--- src/rtl/fetch_unit.sv ---
`default_nettype none
// ============================================================================
// Module   : fetch_unit
// Purpose  : Instruction-fetch stage for the non-pipelined RISC-V core. Owns
//            the program counter, presents a word index to the instruction
//            memory, and captures the returned word into a registered IF
//            output with a valid/ready handshake toward decode. Handles
//            branch/jump redirects and traps on misaligned or out-of-range
//            fetch addresses.
// Revision : 1.0 - initial release
// ----------------------------------------------------------------------------
// Ports
//   clk              in   1   rising-edge clock
//   reset            in   1   asynchronous, active-low reset
//   redirect_valid   in   1   branch/jump taken this cycle
//   redirect_target  in  32   byte address of the redirect target
//   imem_addr        out 32   word index into instruction memory (pc_q >> 2)
//   imem_instr       in  32   combinational read data for imem_addr
//   if_valid         out  1   IF output holds a fetched instruction
//   if_ready         in   1   decode accepts the IF output this cycle
//   if_instr         out 32   fetched instruction
//   if_pc            out 32   byte address of if_instr
//   if_pc_plus4      out 32   if_pc + 4 (link value for JAL/JALR)
//   fetch_fault      out  1   sticky misaligned / out-of-range PC flag
// ============================================================================
module fetch_unit #(
    parameter logic [31:0] RESET_PC   = 32'h0000_0000,
    parameter int unsigned IMEM_DEPTH = 256
) (
    input  logic        clk,
    input  logic        reset,
    input  logic        redirect_valid,
    input  logic [31:0] redirect_target,
    output logic [31:0] imem_addr,
    input  logic [31:0] imem_instr,
    output logic        if_valid,
    input  logic        if_ready,
    output logic [31:0] if_instr,
    output logic [31:0] if_pc,
    output logic [31:0] if_pc_plus4,
    output logic        fetch_fault
);

    // First byte address past the end of instruction memory.
    localparam logic [31:0] PC_LIMIT = 32'(4 * IMEM_DEPTH);

    typedef enum logic [1:0] {
        ST_IDLE  = 2'd0,
        ST_RUN   = 2'd1,
        ST_FAULT = 2'd2
    } state_t;

    state_t      state_q;
    state_t      state_d;
    logic [31:0] pc_q;
    logic [31:0] pc_d;
    logic        valid_d;
    logic [31:0] instr_d;
    logic [31:0] ipc_d;
    logic [31:0] ipc4_d;
    logic        fault_d;

    logic        pc_ok;
    logic        out_free;
    logic        fetch_en;

    // ------------------------------------------------------------------------
    // Fetch qualification
    // ------------------------------------------------------------------------
    assign pc_ok    = (pc_q[1:0] == 2'b00) && (pc_q < PC_LIMIT);

    // The output register can take a new word when it is empty or when decode
    // is draining it this very cycle.
    assign out_free = !if_valid || if_ready;

    assign fetch_en = (state_q == ST_RUN) && out_free && !redirect_valid && pc_ok;

    assign imem_addr = {2'b00, pc_q[31:2]};

    // ------------------------------------------------------------------------
    // Next-state and next-datapath logic
    // ------------------------------------------------------------------------
    always_comb begin
        state_d = state_q;
        pc_d    = pc_q;
        valid_d = if_valid;
        instr_d = if_instr;
        ipc_d   = if_pc;
        ipc4_d  = if_pc_plus4;
        fault_d = fetch_fault;

        case (state_q)
            ST_IDLE: begin
                // One quiet cycle after reset before the first fetch.
                state_d = ST_RUN;
            end

            ST_RUN: begin
                if (redirect_valid) begin
                    // Redirect wins over everything: drop whatever is held
                    // (even if decode takes it this cycle, that acceptance
                    // still happens exactly once) and restart at the target.
                    // A bad target is loaded anyway and trapped next edge.
                    valid_d = 1'b0;
                    pc_d    = redirect_target;
                end else if (!pc_ok) begin
                    state_d = ST_FAULT;
                    fault_d = 1'b1;
                    valid_d = 1'b0;
                end else if (fetch_en) begin
                    instr_d = imem_instr;
                    ipc_d   = pc_q;
                    ipc4_d  = pc_q + 32'd4;
                    valid_d = 1'b1;
                    pc_d    = pc_q + 32'd4;
                end else if (if_valid && if_ready) begin
                    valid_d = 1'b0;
                end
            end

            ST_FAULT: begin
                // Terminal until reset; redirects are ignored here.
                valid_d = 1'b0;
            end

            default: begin
                state_d = ST_IDLE;
                valid_d = 1'b0;
            end
        endcase
    end

    // ------------------------------------------------------------------------
    // State and datapath registers
    // ------------------------------------------------------------------------
    always_ff @(posedge clk or negedge reset) begin
        if (!reset) begin
            state_q     <= ST_IDLE;
            pc_q        <= RESET_PC;
            if_valid    <= 1'b0;
            if_instr    <= 32'd0;
            if_pc       <= 32'd0;
            if_pc_plus4 <= 32'd0;
            fetch_fault <= 1'b0;
        end else begin
            state_q     <= state_d;
            pc_q        <= pc_d;
            if_valid    <= valid_d;
            if_instr    <= instr_d;
            if_pc       <= ipc_d;
            if_pc_plus4 <= ipc4_d;
            fetch_fault <= fault_d;
        end
    end

endmodule
`default_nettype wire
--- config.mk ---
export PLATFORM = sky130hd
export DESIGN_NAME = fetch_unit
export DESIGN_NICKNAME = d
export VERILOG_FILES = /design/src/rtl/fetch_unit.sv
export SDC_FILE = /design/constraint.sdc
export NUM_CORES = 1
export LEC_CHECK = 0
export CAP_MARGIN = 10
export CORE_UTILIZATION = 45
export DETAILED_ROUTE_END_ITERATION = 7
export GPL_ROUTABILITY_DRIVEN = 0
export GPL_TIMING_DRIVEN = 0
export MAX_ROUTING_LAYER = met4
export PLACE_DENSITY = 0.83
export SETUP_SLACK_MARGIN = 0.3
export SKIP_CTS_REPAIR_TIMING = 1
export SLEW_MARGIN = 20
export SYNTH_ARGS = -nofsm -noshare
export SYNTH_HDL_FRONTEND = slang
export SYNTH_SLANG_ARGS = --single-unit
--- constraint.sdc ---
create_clock -name clk -period 2.39 [get_ports clk]
set_input_delay 0.3585 -clock clk [delete_from_list [all_inputs] [get_ports clk]]
set_output_delay 0.3585 -clock clk [all_outputs]
set_load 0.02 [all_outputs]
Word-level counts from Yosys, hierarchy flattened:

Cells that the tools add are included.

* add/subtract/negate cells: 1
* $mul: 0
* div/mod/pow operators: 0
* $lt $le $gt $ge: 1
* eq/ne operators: 5
* shift operators: 0
* mux-type cells: 11
* bitwise logic cells: 4
* reductions and logical operators: 17

Operator list (number)
* 2-to-1 mux 32 bit: 3
* adder 32 x 3 -> 32 bit (second input constant): 1
* < comparator 32 x 11 -> 1 bit (second input constant): 1
* AND reduction 3 bit: 3
* one-hot mux 2 bit (3 select lines): 1
* logical AND 1 bit: 5
* inequality test 5 x 4 -> 1 bit (second input constant): 1
* logical NOT 2 bit: 2
* 2-to-1 mux 1 bit: 4
* 2-to-1 mux 2 bit: 2
* inequality test 2 bit (second input constant): 2
* inverter 1 bit: 4
* AND reduction 4 bit: 1
* nonzero test 2 bit: 2
* == test 2 x 1 -> 1 bit (second input constant): 1
* == test 2 bit (second input constant): 1
* logical NOT 1 bit: 2
* one-hot mux 1 bit (2 select lines): 1
* AND reduction 2 bit: 1
* logical OR 1 bit: 1

* bits in registers: 132
* latch bits: 0
* memory bits (writable): 0
* ROM bits: 0
* input bits: 68
* output and inout port bits: 130
* word-level logic and storage cells: 46
* memories: 0

Depth between registers and ports, before layout:

* word-level depth: 9
* depth in mapped cells: 7
* gate-level depth less buffers: 5

Worst setup path before layout:

No wires, ideal clock.

* path type: register -> register
* from: register pc_q[24]
* to: register if_instr[25]
* setup time: 0.125 ns
* arrival: 2.032 ns
* required time: 2.265 ns
* path slack: 0.233 ns
* cell stages (with the launch flop): 8
* path buffers: 3
* clock period less this slack: 2.157 ns
* cell sequence: dfrtp_1 > nor4_2 > nand4_2 > or4_1 > buf_2 > buf_6 > buf_6 > mux2_4

* longest elaborated chain between the ends: 4

RTL lines
* start, declared: line 55 `logic [31:0] pc_q;`
* start signal, assigned: line 147 `pc_q <= pc_d;`
* < comparator 32 x 11 -> 1 bit *: line 70 `assign pc_ok = (pc_q[1:0] == 2'b00) && (pc_q < PC_LIMIT);`
* logical AND 1 bit *: line 70
* logical AND 1 bit: line 76 `assign fetch_en = (state_q == ST_RUN) && out_free && !redirect_valid && pc_ok;`
* AND reduction 4 bit (no source line) *
* end signal, assigned: line 149 `if_instr <= instr_d;`
* end, declared: line 38 `output logic [31:0] if_instr,`

Mark *: on every way between the ends. The rest lies on a longest branch, timed or not.
A chain may end at the register's enable or synchronous reset.

Worst setup path in the final report:

* from: register pc_q[19]
* to: register if_pc_plus4[4]

* longest elaborated chain between the ends: 4

RTL lines
* < comparator 32 x 11 -> 1 bit *: line 70
* logical AND 1 bit *: line 70
* logical AND 1 bit: line 76
* AND reduction 4 bit (no source line) *
* end signal, assigned: line 151 `if_pc_plus4 <= ipc4_d;`
* end, declared: line 40 `output logic [31:0] if_pc_plus4,`

Marks and branches as above.

==> flow_summary.yaml <==
outcome:
  status: "finished clean"
worst_setup_path:
  cp-start-kind: "register"
  cp_data_required_time_ns: 2.68
  cp.arrival_ns: 2.59
  critical_path_class: "register to register"
  cp-end-kind: "register"
  reg2reg_depth: 7
  crit_fanout: 5
yosys:
  synthArstFlopShare: 1.000
  ys_ff_latch: 130
  postSynthCellCount: 465
  yosysSeqAreaShare: 0.5729
  mappedNetlistArea_um2: 5678
  ys_warn_count: 0
  synth_cell_types: 50
  synth_ff_type: "dfrtp_1"
  synth-edff-count: 0
  syn_avg_cell_area_um2: 12.21
drt:
  route.detailed.drc: 0
  vias_per_cell: 4.992
  drt-total-wl_um: 14770
  drtIter0Drc: 325
  wire_per_inst_um: 16.82
  vias: 4383
  first_pass_iters: 5
  ant_nets: 0
clocking:
  h-tree-depth: 4
  root_buffer: "clkbuf_16"
  cts.path.max_buffers: 2
  clk_latency_ns: 0.42
  path_clk_slew_ns: 0.05
  cts.sinks: 130
  cts_tree: "built"
  numCtsBuffers: 17
cells_and_area:
  layout.nets: 767
  nFillCells: 867
  syn2layout_area_growth_pct: 52.95
  n_antenna_cell: 0
  stdcell_area_um2: 8685
  drive_gt1_frac: 0.2310
  final_cells: 878
timing:
  finClkSkew_ns: 0.01230
  worstMarginPinSlew_ns: 0.6273
  min_period_ns: 2.297
  slew_viol_final: 0
  setup_violations: 0
  maxSlewHeadroom: 0.5786
  rsz0062_at_grt: "yes"
  hold_viol_final: 0
  period_share: 0.9611
  fmax_mhz: 435.4
floorplan:
  io_pins: 198
  num_rows: 40
  dieArea_um2: 13070
  coreArea_um2: 12160
  start_util: 0.4669
  die_w_um: 114.3
  die_h_um: 114.3
global_routing:
  overflow: 0
  antenna_found_initial: 0
  grt_pass1_vias: 4462
  grt_max_degree: 79
  grtUsageTotal: 0.2320
  grt_pass1_wl_um: 22320
power:
  p_per_area_nw_per_um2: 816.9
  power_mw: 7.094
  leakage_nw: 4.001
  ir_drop_uv: 588.5
placed_design:
  portBuffers: 195
  placed_cells: 830
  placed_cell_area_um2: 7878
  dp_hpwl_um: 10220
worst_hold_path:
  hold_class: "register to register"
  hold_depth: 1
flow_run:
  cap_violations: 0
## cells in the mapped netlist, types with 4 or more instances
| cell | count | area share |
|---|---|---|
| a21oi_1 | 9 | 0.0079 |
| and2_1 | 45 | 0.050 |
| buf_2 | 6 | 0.0053 |
| buf_4 | 34 | 0.045 |
| clkbuf_1 | 17 | 0.011 |
| dfrtp_1 | 130 | 0.57 |
| inv_1 | 18 | 0.012 |
| mux2_2 | 36 | 0.071 |
| mux2_4 | 15 | 0.040 |
| mux2i_1 | 13 | 0.023 |
| nand2_1 | 35 | 0.023 |
| nand2b_1 | 4 | 0.0044 |
| nand3_1 | 8 | 0.0071 |
| nand4_1 | 6 | 0.0066 |
| nor2_1 | 9 | 0.0059 |
| nor3_1 | 4 | 0.0035 |
| nor4_1 | 7 | 0.0077 |
| o22ai_1 | 12 | 0.013 |
| xnor2_1 | 5 | 0.0077 |
## where the power goes
part / total (mW) / internal, mW / switching [mW]
Clock: 2.22 / 1.36 / 0.864
Combinational: 2.04 / 1.07 / 0.969
Sequential: 2.83 / 2.44 / 0.391
Total: 7.09 / 4.87 / 2.22
## stage by stage
| stage | setup TNS [ns] | worst slack [ns] | util | hold WS (ns) |
|---|---|---|---|---|
| floorplan | 0 | 0.2377 | - | 0.06291 |
| global placement | -505.07 | -4.321 | 0.6454 | 0.4572 |
| detailed placement | -3.435 | -0.2005 | 0.6477 | 0.3418 |
| CTS | -4.507 | -0.1284 | 0.6895 | -0.09913 |
| global route | 0 | 0.06108 | 0.7141 | 0.4835 |
| finish | 0 | 0.09304 | 0.7141 | 0.4738 |
## per-layer routing
metal,share of wire,global-route usage
met1,0.43,0.2839
met2,0.49,0.3665
met3,0.062,0.05717
met4,0.022,0.1013
met5,0,-
## cell usage in the layout, fill, tap and decap left out, drive strengths merged, types with 3 or more instances in the layout
master           n
dfrtp          130
xnor2            5
or4              3
inv             18
nor3             4
and3             3
a21oi            9
clkbuf          39
and4             3
nor4            13
and2            45
mux2i           13
o31ai            3
mux2            51
clkinv           5
o22ai           12
nand4            7
nor2             9
nand2b           4
o21ai            4
o211ai           3
nand2           36
clkdlybuf4s50  194
nand3            8
buf             64
## registers in the layout, indices dropped and copies added, names as in the netlist
signal,flops
if_pc_plus4,30
if_instr,32
if_pc,32
if_valid,1
fetch_fault,1
state_q,2
pc_q,32
## cells by family (layout without fill, tap and decap cells)
group	count (synthesis)	count (layout)	synth area share
muxes	64	64	0.1340
buffers and inverters	78	322	0.07933
adders and majority gates	1	1	0.002203
xor gates and xnor gates	7	7	0.01080
other	1	2	0.0006605
DFF	130	130	0.5729
AOI/OAI and AO/OA	41	41	0.04826
and+or+nand+nor	143	143	0.1518
## worst max-delay path: stages, from the launching register on
cell and delay [ns]:
dfrtp_2 0.43, nor4_4 0.36, nand4_2 0.19, or4_4 0.45
buf_6 0.16, buf_12 0.13, clkbuf_16 0.15, mux2_4 0.29
## path summary, 6_finish.rpt
path / end / from / slack, ns
min reg2reg: fetch_fault / fetch_fault / 0.47
min in group asynchronous: if_instr[4] / reset / 0.49
max reg2reg: if_pc_plus4[4] / pc_q[19] / 0.09
max in group asynchronous: if_pc_plus4[5] / reset / 1.15
max: if_pc_plus4[4] / pc_q[19] / 0.09
min: fetch_fault / fetch_fault / 0.47
## final cells by class
| class | instances | area [µm²] | area share |
|---|---|---|---|
| timing repair buffer | 213 | 2150 | 0.2475 |
| clock inverter | 6 | 32.53 | 0.003746 |
| clock buffer | 25 | 475.5 | 0.05475 |
| multi-input combinational | 258 | 2036 | 0.2344 |
| inverter | 18 | 67.56 | 0.007780 |
| buffer | 60 | 455.4 | 0.05244 |
| sequential | 130 | 3258 | 0.3752 |
| tap | 168 | 210.2 | 0.02420 |
Power figures use the tool's default switching activity.
